## src/rtl/cpu_ctrl_fsm.sv

```systemverilog
// Fetch/decode/execute sequencer for the 8-bit von Neumann CPU (req/ack memory handshake).
// Optional build macro: CPU_CTRL_SINGLE_STEP_EN adds a 'step' input gating each instruction fetch.
module cpu_ctrl_fsm #(
   parameter int OPC_W = 3
) (
   input  logic             clk,
   input  logic             rst_n,
   input  logic [OPC_W-1:0] ir_opcode,
   input  logic             ac_zero,
   input  logic             mem_ack,
`ifdef CPU_CTRL_SINGLE_STEP_EN
   input  logic             step,
`endif
   output logic             mem_req,
   output logic             mem_we,
   output logic             mar_sel,
   output logic             mar_load,
   output logic             ir_load,
   output logic             pc_load,
   output logic             pc_inc,
   output logic             pc_clear,
   output logic             ac_load,
   output logic             ac_clear,
   output logic [1:0]       alu_op,
   output logic             halted,
   output logic [7:0]       instr_count
);

   typedef enum logic [2:0] {
      S_RST, S_CLR, S_FETCH, S_FREQ, S_DECODE, S_EREQ, S_HALT
   } state_t;

   localparam logic [OPC_W-1:0] OP_HLT = 3'd0;
   localparam logic [OPC_W-1:0] OP_LDA = 3'd1;
   localparam logic [OPC_W-1:0] OP_STA = 3'd2;
   localparam logic [OPC_W-1:0] OP_ADD = 3'd3;
   localparam logic [OPC_W-1:0] OP_SUB = 3'd4;
   localparam logic [OPC_W-1:0] OP_JMP = 3'd5;
   localparam logic [OPC_W-1:0] OP_JZ  = 3'd6;
   localparam logic [OPC_W-1:0] OP_CLA = 3'd7;

   state_t state, state_nxt;
   logic   retire;
   logic   fetch_go;

`ifdef CPU_CTRL_SINGLE_STEP_EN
   assign fetch_go = step;
`else
   assign fetch_go = 1'b1;
`endif

   always_ff @(posedge clk or negedge rst_n) begin
      if (!rst_n) begin
         state       <= S_RST;
         instr_count <= 8'd0;
      end else begin
         state <= state_nxt;
         if (retire) instr_count <= instr_count + 8'd1;
      end
   end

   always_comb begin
      state_nxt = state;
      retire    = 1'b0;
      mem_req   = 1'b0;
      mem_we    = 1'b0;
      mar_sel   = 1'b0;
      mar_load  = 1'b0;
      ir_load   = 1'b0;
      pc_load   = 1'b0;
      pc_inc    = 1'b0;
      pc_clear  = 1'b0;
      ac_load   = 1'b0;
      ac_clear  = 1'b0;
      alu_op    = 2'b00;
      halted    = 1'b0;
      case (state)
         S_RST: state_nxt = S_CLR;
         S_CLR: begin
            pc_clear  = 1'b1;
            ac_clear  = 1'b1;
            state_nxt = S_FETCH;
         end
         S_FETCH: begin
            if (fetch_go) begin
               mar_load  = 1'b1;
               state_nxt = S_FREQ;
            end
         end
         S_FREQ: begin
            mem_req = 1'b1;
            if (mem_ack) begin
               ir_load   = 1'b1;
               pc_inc    = 1'b1;
               state_nxt = S_DECODE;
            end
         end
         S_DECODE: begin
            case (ir_opcode)
               OP_HLT: begin
                  retire    = 1'b1;
                  state_nxt = S_HALT;
               end
               OP_CLA: begin
                  ac_clear  = 1'b1;
                  retire    = 1'b1;
                  state_nxt = S_FETCH;
               end
               OP_JMP: begin
                  pc_load   = 1'b1;
                  retire    = 1'b1;
                  state_nxt = S_FETCH;
               end
               OP_JZ: begin
                  pc_load   = ac_zero;
                  retire    = 1'b1;
                  state_nxt = S_FETCH;
               end
               default: begin
                  // LDA/STA/ADD/SUB: operand address comes from IR[4:0]
                  mar_sel   = 1'b1;
                  mar_load  = 1'b1;
                  state_nxt = S_EREQ;
               end
            endcase
         end
         S_EREQ: begin
            mem_req = 1'b1;
            mem_we  = (ir_opcode == OP_STA);
            if (mem_ack) begin
               case (ir_opcode)
                  OP_LDA: begin ac_load = 1'b1; alu_op = 2'b00; end
                  OP_ADD: begin ac_load = 1'b1; alu_op = 2'b01; end
                  OP_SUB: begin ac_load = 1'b1; alu_op = 2'b10; end
                  default: ;
               endcase
               retire    = 1'b1;
               state_nxt = S_FETCH;
            end
         end
         S_HALT: halted = 1'b1;
         default: state_nxt = S_RST;
      endcase
   end

endmodule

```

## config.mk

```make
export PLATFORM = sky130hd
export DESIGN_NAME = cpu_ctrl_fsm
export DESIGN_NICKNAME = d
export VERILOG_FILES = /design/src/rtl/cpu_ctrl_fsm.sv
export SDC_FILE = /design/constraint.sdc
export NUM_CORES = 1
export LEC_CHECK = 0
export CAP_MARGIN = 30
export CORE_UTILIZATION = 46
export DETAILED_ROUTE_END_ITERATION = 10
export PLACE_DENSITY = 0.91
export SLEW_MARGIN = 5
export SYNTH_ARGS = -nofsm -noshare
export SYNTH_HDL_FRONTEND = slang
export SYNTH_SLANG_ARGS = --single-unit
```

## constraint.sdc

```tcl
create_clock -name clk -period 3.65 [get_ports clk]
set_clock_uncertainty 0.15 [all_clocks]
set_input_delay 0.73 -clock clk [delete_from_list [all_inputs] [get_ports clk]]
set_output_delay 0.73 -clock clk [all_outputs]
set_load 0.02 [all_outputs]
```

==> flow_summary_export.csv <==
group,metric,value,unit
logic_synthesis,yosysTopAreaCellShare,36.18,%
setup_path,arrival,2.56,ns
pwr,p_leak,0.4428,nW
cts,cts_resized,0,
min_path,hold_class,"flop to flop",
pwr,vdd_drop_max,523.7,µV
pwr,p_per_area,644.8,nW/µm²
timing,relSlewSlack,68.17,%
floorplanning,die_h,42.67,µm
setup_path,cp.required,2.77,ns
global_routing,grt_max_degree,12,
logic_synthesis,synth_cell_types,34,
finish,final_nets,121,
status,outcome,"completed",
cts,ctsHoldBuffers,0,
setup_path,crit_chain,"clkdlybuf4s50_1 -> o21ai_2 -> and2_4 -> nand3_1 -> a21oi_1 -> clkdlybuf4s50_1",
logic_synthesis,synthArstFlopShare,100.0,%
setup_path,crit_path_max_fanout,5,
min_path,hold_depth,1,
global_routing,grt_pass1_wl,3.229,mm
cts,cts-buffers-inserted,3,
routing,antenna_left,0,
cts,path_clk_slew,0.06,ns
finish,drive_gt1_share,15.18,%
logic_synthesis,synth_edf_count,0,
logic_synthesis,syn_inst,83,
logic_synthesis,synth.top_cells.by_area,"dfrtp_1 (36%), xnor2_1 (6.9%), o2111ai_1 (5.8%)",
global_routing,grt_use_met2,35.45,%
logic_synthesis,yosysWarnings,0,
logic_synthesis,avgSynthCellArea,9.165,µm²
cts,cts-root-buf,"clkbuf_4",
floorplanning,die_x,42.67,µm
routing,dr.pass1.iters,4,
floorplanning,initial_core_util,49.92,%
cts,cts_buffer_depth,2,
global_routing,grt-ovfl-total,0,
finish,fill_cells,124,
global_routing,first_global_vias,724,
routing,vias_per_cell,6.000,
floorplanning,rows,14,
run,drv_cap,0,
global_routing,grt_use_total,23.49,%
cts,cts_setup_buffers,0,
global_routing,gr-max-usage-layer,"met2",
routing,wl,1.906,mm
place,port_buffers,27,
logic_synthesis,synth_seq_cells,11,
setup_path,crit_top_cell,"clkdlybuf4s50_1",
min_path,hold_start,"instr_count[7]$_DFFE_PN0P_",
logic_synthesis,syn_nets,91,
floorplanning,ios,28,
min_path,hold_path_end,"instr_count[7]$_DFFE_PN0P_",
routing,post_drt_wl_per_cell,14.89,µm
timing,timing.final.max_slew_violations,0,
logic_synthesis,synth_top_area_cell,"dfrtp_1",
global_routing,met3_usage,6.809,%
logic_synthesis,yosysMostFrequentCell,"dfrtp_1",
setup_path,path_depth,6,
cts,cts_sinks,11,
global_routing,antenna_found_initial,0,
global_routing,globalRouteMet1Util,32.52,%
setup_path,path_delay_family,"buffers and inverters",
timing,fin_ws,0.2063,ns
routing,first_iter_violations,30,
place,hpwlAfterDp,1.475,mm
timing,finalSetupViolCount,0,
logic_synthesis,ys_top_cells_by_count,"dfrtp_1 (11), nor2_1 (8), a21oi_1 (6), and3_1 (6), xnor2_1 (6)",
cts,cts_max_level,1,
finish,antennaDiodeCount,0,
setup_path,cp-start-kind,"input port",
logic_synthesis,synth_ff_type,"dfrtp_1",
setup_path,crit_slowest_cell,"clkdlybuf4s50_1",
timing,worstMarginPinSlew,0.4759,ns
timing,fin_setup_tns,0,ns
setup_path,crit_type,"input port to output port",
setup_path,crit_path_end_kind,"output port",
cts,cts_tree,"yes",
timing,rsz0062_at_grt,"no",
timing,post-route-period-util,94.35,%
timing,fin_crit,3.444,ns
setup_path,r2r-end,"instr_count[6]$_DFFE_PN0P_",
pwr,power,688.1,µW
setup_path,path_buf_inv,2,
setup_path,critPathMaxStageDelay,0.61,ns
place,gp_congestion,0.9094,
floorplanning,core,1524,µm²
timing,hold_viol_final,0,
place,place_ws,0.1967,ns
finish,postLayoutCoreUtil,70.03,%
cts,clock_latency,0.26,ns
setup_path,ff2ff_path_depth,4,
floorplanning,dieArea,1820,µm²
finish,multi_input_area,430.4,µm²
finish,regArea,275.3,µm²
logic_synthesis,synth_area,760.7,µm²
setup_path,r2r_slack,1.87,ns
logic_synthesis,yosysSeqAreaShare,36.18,%
finish,synthToLayoutAreaGrowth,40.30,%
setup_path,r2r_start,"state[1]$_DFFE_PN0P_",
timing,fmax,290.4,MHz
routing,vias,768,
routing,drc,0,
## flip-flops by register name, indices dropped and copies added, names as in the netlist
register	count
state	3
instr_count	8
## layer usage
metal  vias to the layer above  part of all wire, %
li1                        358                    -
met1                       379                   46
met2                        29                   49
met3                         2                  4.9
met4                         0                 0.89
met5                         -                    0
## cells in the final DEF, fill, tap and decap left out, drive strengths merged, types with 2 or more instances in the layout
| cell type | instances |
|---|---|
| clkdlybuf4s50 | 27 |
| dfrtp | 11 |
| nor2 | 8 |
| a21oi | 7 |
| and3 | 6 |
| xnor2 | 6 |
| nand2 | 5 |
| o2111ai | 5 |
| o21ai | 5 |
| inv | 4 |
| buf | 4 |
| clkbuf | 4 |
| nand3 | 2 |
| nor2b | 2 |
| nor3b | 2 |
## kinds of logic after synthesis
family          count (synthesis)  share of synthesized area [%]
simple gates                   30                          21.88
compound gates                 22                          22.21
flops                          11                          36.18
buf+inv                        10                          7.235
xor+xnor                        7                          8.059
mux                             2                          2.796
fa+ha+maj                       1                          1.644
## area by class of cell
cell class	count	share of cell area [%]
clock buffer	4	2.462
sequential	11	25.79
inverter	4	1.407
timing repair buffer	31	28.14
multi-input combinational	62	40.33
tap	16	1.876
## stage by stage
step,hold WS (ns),cell area (µm²),std cells
final,0.3287,1067,128
after global routing,0.3584,1067,128
after CTS,0.3290,1067,128
after detailed placement,0.3209,1041,124
after global placement,0.3087,1041,124
after floorplan,0.2844,760.7,83
## power by group
part	switching [mW]	internal, mW	total, mW
sequential	0.0775	0.159	0.236
combinational	0.201	0.174	0.374
clock	0.0358	0.0422	0.0780
## how the worst max path moves through the flow
| stage | endpoint | slack [ns] | start |
|---|---|---|---|
| detailed placement | mar_load | 0.20 | ir_opcode[1] |
| floorplan | mar_load | 1.06 | ir_opcode[0] |
| finish | mar_load | 0.21 | ir_opcode[1] |
| CTS | mar_load | 0.20 | ir_opcode[1] |
| global placement | mar_load | 0.25 | ir_opcode[1] |
| global route | mar_load | 0.09 | ir_opcode[1] |
Power figures use the tool's default switching activity.
